--- config.mk ---
export PLATFORM = sky130hd
export DESIGN_NAME = simd_dot_acc
export DESIGN_NICKNAME = d
export VERILOG_FILES = /design/src/rtl/simd_dot_acc_pkg.sv /design/src/rtl/simd_lane_acc.sv /design/src/rtl/simd_dot_acc.sv
export SDC_FILE = /design/constraint.sdc
export NUM_CORES = 1
export LEC_CHECK = 0
export ABC_AREA = 1
export BUFFER_PORTS_ARGS = -buffer_cell sky130_fd_sc_hd__buf_2
export CORE_MARGIN = 2
export CORE_UTILIZATION = 40
export DETAILED_ROUTE_END_ITERATION = 10
export GPL_ROUTABILITY_DRIVEN = 0
export PLACE_DENSITY = 0.63
export SLEW_MARGIN = 10
export SYNTH_ARGS = -nofsm -noshare
export SYNTH_HDL_FRONTEND = slang
export SYNTH_SLANG_ARGS = --single-unit
--- constraint.sdc ---
create_clock -name clk -period 6.8 [get_ports clk]
set_input_delay 1.36 -clock clk [delete_from_list [all_inputs] [get_ports clk]]
set_output_delay 1.36 -clock clk [all_outputs]
set_load 0.02 [all_outputs]
--- src/rtl/simd_dot_acc_pkg.sv ---
// Shared constants and controller state type for the SIMD dot-product accumulator.
// Lane layout matches the packed 45-bit output of the 9x9 multiplier array.
package pirdsp_simd_pkg;

    localparam int LANE_HI_W   = 21;
    localparam int LANE_LO_W   = 24;
    localparam int LANE_HI_LSB = 24;
    localparam int PACK_W      = 45;

    typedef enum logic {
        ACC,
        HOLD
    } acc_state_t;

endpackage

--- src/rtl/simd_lane_acc.sv ---
// One signed accumulator lane: sign-extend, add, detect overflow, optional clamp, sticky flag.
// sum/ovf present the group value including the current beat, for capture on the last beat.
module simd_lane_acc #(
    parameter int IN_W  = 24,
    parameter int ACC_W = 32,
    parameter bit SAT   = 1'b1
) (
    input  logic                    clk,
    input  logic                    rst,
    input  logic                    en,
    input  logic                    clr,
    input  logic signed [IN_W-1:0]  din,
    output logic signed [ACC_W-1:0] sum,
    output logic                    ovf
);

    logic signed [ACC_W-1:0] acc;
    logic signed [ACC_W-1:0] ext;
    logic signed [ACC_W-1:0] raw;
    logic                    acc_ovf;
    logic                    hit;

    always_comb begin
        ext = ACC_W'(din);
        raw = acc + ext;
        // Overflow only when both operands agree in sign and the result does not.
        hit = (acc[ACC_W-1] == ext[ACC_W-1]) && (raw[ACC_W-1] != acc[ACC_W-1]);
        sum = raw;
        if (SAT && hit) begin
            sum = acc[ACC_W-1] ? {1'b1, {(ACC_W-1){1'b0}}} : {1'b0, {(ACC_W-1){1'b1}}};
        end
        ovf = acc_ovf | hit;
    end

    always_ff @(posedge clk) begin
        if (rst || (en && clr)) begin
            acc     <= '0;
            acc_ovf <= 1'b0;
        end else if (en) begin
            acc     <= sum;
            acc_ovf <= ovf;
        end
    end

endmodule

--- src/rtl/simd_dot_acc.sv ---
// Two-lane dot-product accumulator behind the SIMD multiplier array.
// Groups end on in_last; totals are held in an output register under valid/ready.
module simd_dot_acc
    import pirdsp_simd_pkg::*;
#(
    parameter int ACC_W = 32,
    parameter int CNT_W = 16,
    parameter bit SAT   = 1'b1
) (
    input  logic                    clk,
    input  logic                    rst,
    input  logic                    in_valid,
    output logic                    in_ready,
    input  logic [PACK_W-1:0]       in_y,
    input  logic                    in_last,
    output logic                    out_valid,
    input  logic                    out_ready,
    output logic signed [ACC_W-1:0] out_hi,
    output logic signed [ACC_W-1:0] out_lo,
    output logic [CNT_W-1:0]        out_cnt,
    output logic [1:0]              out_ovf
);

    acc_state_t              state;
    acc_state_t              nxt;
    logic                    take;
    logic                    fin;
    logic [CNT_W-1:0]        cnt;
    logic [CNT_W-1:0]        cnt_nxt;
    logic signed [ACC_W-1:0] sum_hi;
    logic signed [ACC_W-1:0] sum_lo;
    logic                    ovf_hi;
    logic                    ovf_lo;

    assign out_valid = (state == HOLD);
    assign in_ready  = !out_valid || out_ready;
    assign take      = in_valid && in_ready;
    assign fin       = take && in_last;
    assign cnt_nxt   = (&cnt) ? cnt : cnt + 1'b1;

    simd_lane_acc #(
        .IN_W  (LANE_HI_W),
        .ACC_W (ACC_W),
        .SAT   (SAT)
    ) u_hi (
        .clk (clk),
        .rst (rst),
        .en  (take),
        .clr (in_last),
        .din (in_y[PACK_W-1:LANE_HI_LSB]),
        .sum (sum_hi),
        .ovf (ovf_hi)
    );

    simd_lane_acc #(
        .IN_W  (LANE_LO_W),
        .ACC_W (ACC_W),
        .SAT   (SAT)
    ) u_lo (
        .clk (clk),
        .rst (rst),
        .en  (take),
        .clr (in_last),
        .din (in_y[LANE_LO_W-1:0]),
        .sum (sum_lo),
        .ovf (ovf_lo)
    );

    always_ff @(posedge clk) begin
        if (rst) begin
            state <= ACC;
        end else begin
            state <= nxt;
        end
    end

    // A last beat can only be taken in HOLD when out_ready is high, so HOLD reloads in place.
    always_comb begin
        nxt = state;
        case (state)
            ACC:     if (fin) nxt = HOLD;
            HOLD:    if (out_ready) nxt = fin ? HOLD : ACC;
            default: nxt = ACC;
        endcase
    end

    always_ff @(posedge clk) begin
        if (rst || fin) begin
            cnt <= '0;
        end else if (take) begin
            cnt <= cnt_nxt;
        end
    end

    always_ff @(posedge clk) begin
        if (rst) begin
            out_hi  <= '0;
            out_lo  <= '0;
            out_cnt <= '0;
            out_ovf <= '0;
        end else if (fin) begin
            out_hi  <= sum_hi;
            out_lo  <= sum_lo;
            out_cnt <= cnt_nxt;
            out_ovf <= {ovf_hi, ovf_lo};
        end
    end

endmodule
==> flow_metrics.py <==
metrics = {
    "logic_synthesis": {
        "synth_nets": 1756,
        "synth_warnings": 0,
        "ys.flop_type": "dfxtp_1",
        "ys_seq_elements": 165,
        "synth_edf_count": 0,
        "yosysTopAreaCell": "dfxtp_1",
        "yosysUniqueCellTypes": 48,
        "synth_area_leaders": "dfxtp_1 31%, nand2_1 14%, nor2_1 8.2%",
        "netlist_area_um2": 10700,
        "seq_area_frac_synth_pct": 30.86,
        "synth.avg_cell_area_um2": 6.522,
        "synthArstFlopShare_pct": 0,
        "synth.top_cell.area_share_pct": 30.86,
        "syn_inst": 1641,
    },
    "setup_path": {
        "critical_path_arrival_ns": 4.73,
        "endpoint_kind": "register",
        "cp.required_ns": 7.12,
        "reg2reg_to": "out_lo[16]",
        "worstSetupPathType": "input port to register",
        "crit_buf_inv": 7,
        "worst-r2r-setup-slack_ns": 3.11,
        "critPathLaunchType": "input port",
        "cpPeakStageDelay_ns": 0.85,
        "path_depth": 12,
        "reg2regPathDepth": 10,
        "r2r-start": "out_valid",
        "critPathMaxFanout": 50,
        "slowest_stage": "nand2_1",
        "critPathMostFrequentCell": "nand2_1",
        "worstPathCellList": "buf_2 -> inv_1 -> nand2_1 -> nand2_1 -> buf_4 -> clkinv_2 -> nand2_1 -> inv_2 -> buf_4 -> o21ai_0 -> o21bai_1 -> inv_1",
        "cp_top_family": "buffers and inverters",
    },
    "sta": {
        "slew_violations": 0,
        "relSlewSlack_pct": 35.12,
        "rsz0062_at_grt": "no",
        "finalCritPeriodShare_pct": 64.73,
        "whs_ns": 0.4497,
        "fin_skew_ns": 0.01810,
        "worst_slew_pin_slew_ns": 0.9733,
        "clock.fmax_mhz": 227.2,
        "setup_tns_ns": 0,
        "min_period_ns": 4.402,
        "finalSetupViolCount": 0,
        "hold_violations": 0,
    },
    "floorplan": {
        "fp.dieH_um": 167.6,
        "core_um2": 26130,
        "die_w_um": 167.6,
        "design.portCount": 134,
        "die_area_um2": 28080,
        "placementRows": 59,
        "start_util_pct": 40.96,
    },
    "cells_and_area": {
        "nets": 1855,
        "area_growth_pct": 13.46,
        "final_area_um2": 12140,
        "drive_gt1_share_pct": 12.44,
    },
    "global_route": {
        "met1_usage_pct": 31.58,
        "grt-busiest-layer": "met2",
        "grt_util_met2_pct": 32.60,
        "grt_start_max_net_pins": 98,
        "grtUsageMet3_pct": 3.333,
        "grt_overflow": 0,
        "grt_antenna_before_repair": 1,
        "gr-usage-all-layers_pct": 21.53,
        "grt_pass1_wl_um": 49350,
        "grt_pass1_vias": 9679,
    },
    "clocking": {
        "cts_sinks": 165,
        "cts.repair.resized": 0,
        "cts_tree": "done",
        "clkSlewWorstSetupHoldPaths_ns": 0.07,
        "cts_root_buf": "clkbuf_16",
        "h-tree-depth": 4,
        "clk_latency_ns": 0.44,
        "clockBufferDepth": 2,
        "hold_buffers": 0,
        "postCtsSetupBuffers": 0,
        "cts_made_buffers": 17,
    },
    "power": {
        "ir_drop_mv": 0.1337,
        "p_leak_uw": 0.006596,
        "power_density_nw_per_um2": 246.8,
    },
    "placed_design": {
        "place_area_um2": 11540,
        "io_buffers": 133,
        "place.detailed.hpwl_um": 21840,
    },
    "detailed_routing": {
        "ant_nets": 0,
        "drt-wirelength-per-cell_um": 14.57,
        "drt_wl_total_um": 30430,
        "drc": 0,
        "drt_first_pass_iters": 5,
        "routed-via-count": 10645,
        "drt_iter0_markers": 756,
        "viasPerCell": 5.096,
    },
    "worst_hold_path": {
        "hold_path.startpoint": "out_hi[10]",
        "min_path_type": "register to register",
        "whs_path_depth": 2,
        "holdPathEnd": "out_hi[10]",
    },
    "run_status": {
        "status": "finished, final reports clean",
    },
    "run": {
        "drv_cap": 0,
    },
}
[state kept, by name, indices dropped and copies added, names as in the netlist, 2 cells and up]
register	count
cnt	16
out_cnt	16
out_hi	32
out_lo	32
out_ovf	2
u_hi.acc	32
u_lo.acc	32
[layout make-up]
cell class                 instances  area (um^2)
fill                            2747        13990
multi-input combinational       1220         6365
sequential                       165         3303
inverter                         197        743.2
timing repair buffer             139        710.7
clock buffer                      20        456.7
tap                              335        419.2
clock inverter                    12        142.6
antenna                            1        2.502
[synthesized netlist by cell type (2+ instances only)]
master / count
buf_2: 13
o21ai_1: 24
nand4_1: 8
o21ai_0: 115
o21a_1: 12
a21oi_2: 2
nand2_2: 14
clkbuf_1: 29
nand2_1: 399
nor2_1: 233
dfxtp_1: 165
xor2_1: 27
nor2_2: 4
nand3_2: 2
xnor2_1: 19
a22o_1: 12
nand3_1: 92
ha_1: 63
nand3b_1: 10
a21oi_1: 97
inv_1: 193
o211ai_1: 2
a21o_1: 5
o21ai_2: 10
nand2_4: 5
o21bai_1: 22
nor4_1: 3
buf_1: 7
fa_1: 2
nor3_1: 8
a31oi_1: 19
buf_4: 4
inv_2: 3
buf_6: 4
[worst min-delay path: stages (launching register included)]
cell	delay, ns
dfxtp_1	0.31
nand2_1	0.06
nand2_1	0.04
[cells by family after synthesis]
logic type / Yosys count / synth area share [%]
and+or+nand+nor: 786 / 30.73
AOI/OAI and AO/OA: 323 / 17.21
buffers and inverters: 256 / 9.691
DFF: 165 / 30.86
adders and majority gates: 65 / 7.739
xor gates and xnor gates: 46 / 3.764
[per-layer routing]
| metal | part of all wire (%) | vias to the layer above |
|---|---|---|
| met5 | 0 | - |
| met2 | 42 | 263 |
| li1 | - | 5488 |
| met4 | 1.9 | 0 |
| met1 | 51 | 4860 |
| met3 | 4.9 | 34 |
[through the flow]
step | power [uW] | util (%) | instances | worst slack [ns]
after global placement | 1984 | 44.16 | 2056 | 2.069
after floorplan | 1763 | - | 1641 | 3.672
final | 2997 | 46.47 | 2089 | 2.398
after CTS | 3007 | 46.46 | 2088 | 2.376
after global routing | 3172 | 46.47 | 2089 | 1.993
after detailed placement | 1992 | 44.16 | 2056 | 1.921
[worst max-delay path by stage]
stage,end,slack (ns),startpoint
after CTS,out_lo[14],2.38,out_ready
after detailed placement,out_lo[13],1.92,out_ready
after global placement,out_lo[16],2.07,out_ready
after global routing,out_lo[14],1.99,out_ready
final,out_lo[16],2.40,out_ready
after floorplan,u_lo.acc[18],3.67,in_y[0]
[power breakdown]
part	switching, uW	internal [uW]
Combinational	582	301
Clock	447	567
Sequential	50.2	1050
Total	1080	1920
[placed cells by master (no fill, tap or decap), types with 3 or more instances in the layout]
cell type   count
o21ai_0       115
o21ai_2        10
xor2_1         27
xnor2_1        19
o21ai_1        24
nor2_1        233
nor2_2          4
buf_2         133
dfxtp_1       165
nor4_1          3
nand2_4         5
nand2_1       398
nand3_1        92
nor3_1          8
a21o_1          5
ha_1           63
o21a_1         12
inv_6           3
a22o_1         12
buf_4           6
clkinvlp_4      6
inv_2           3
nand3b_1       10
a21oi_1        97
o21bai_1       22
inv_1         192
clkbuf_16      17
nand4_1         8
a31oi_1        19
nand2_2        15
Power figures use the tool's default switching activity.
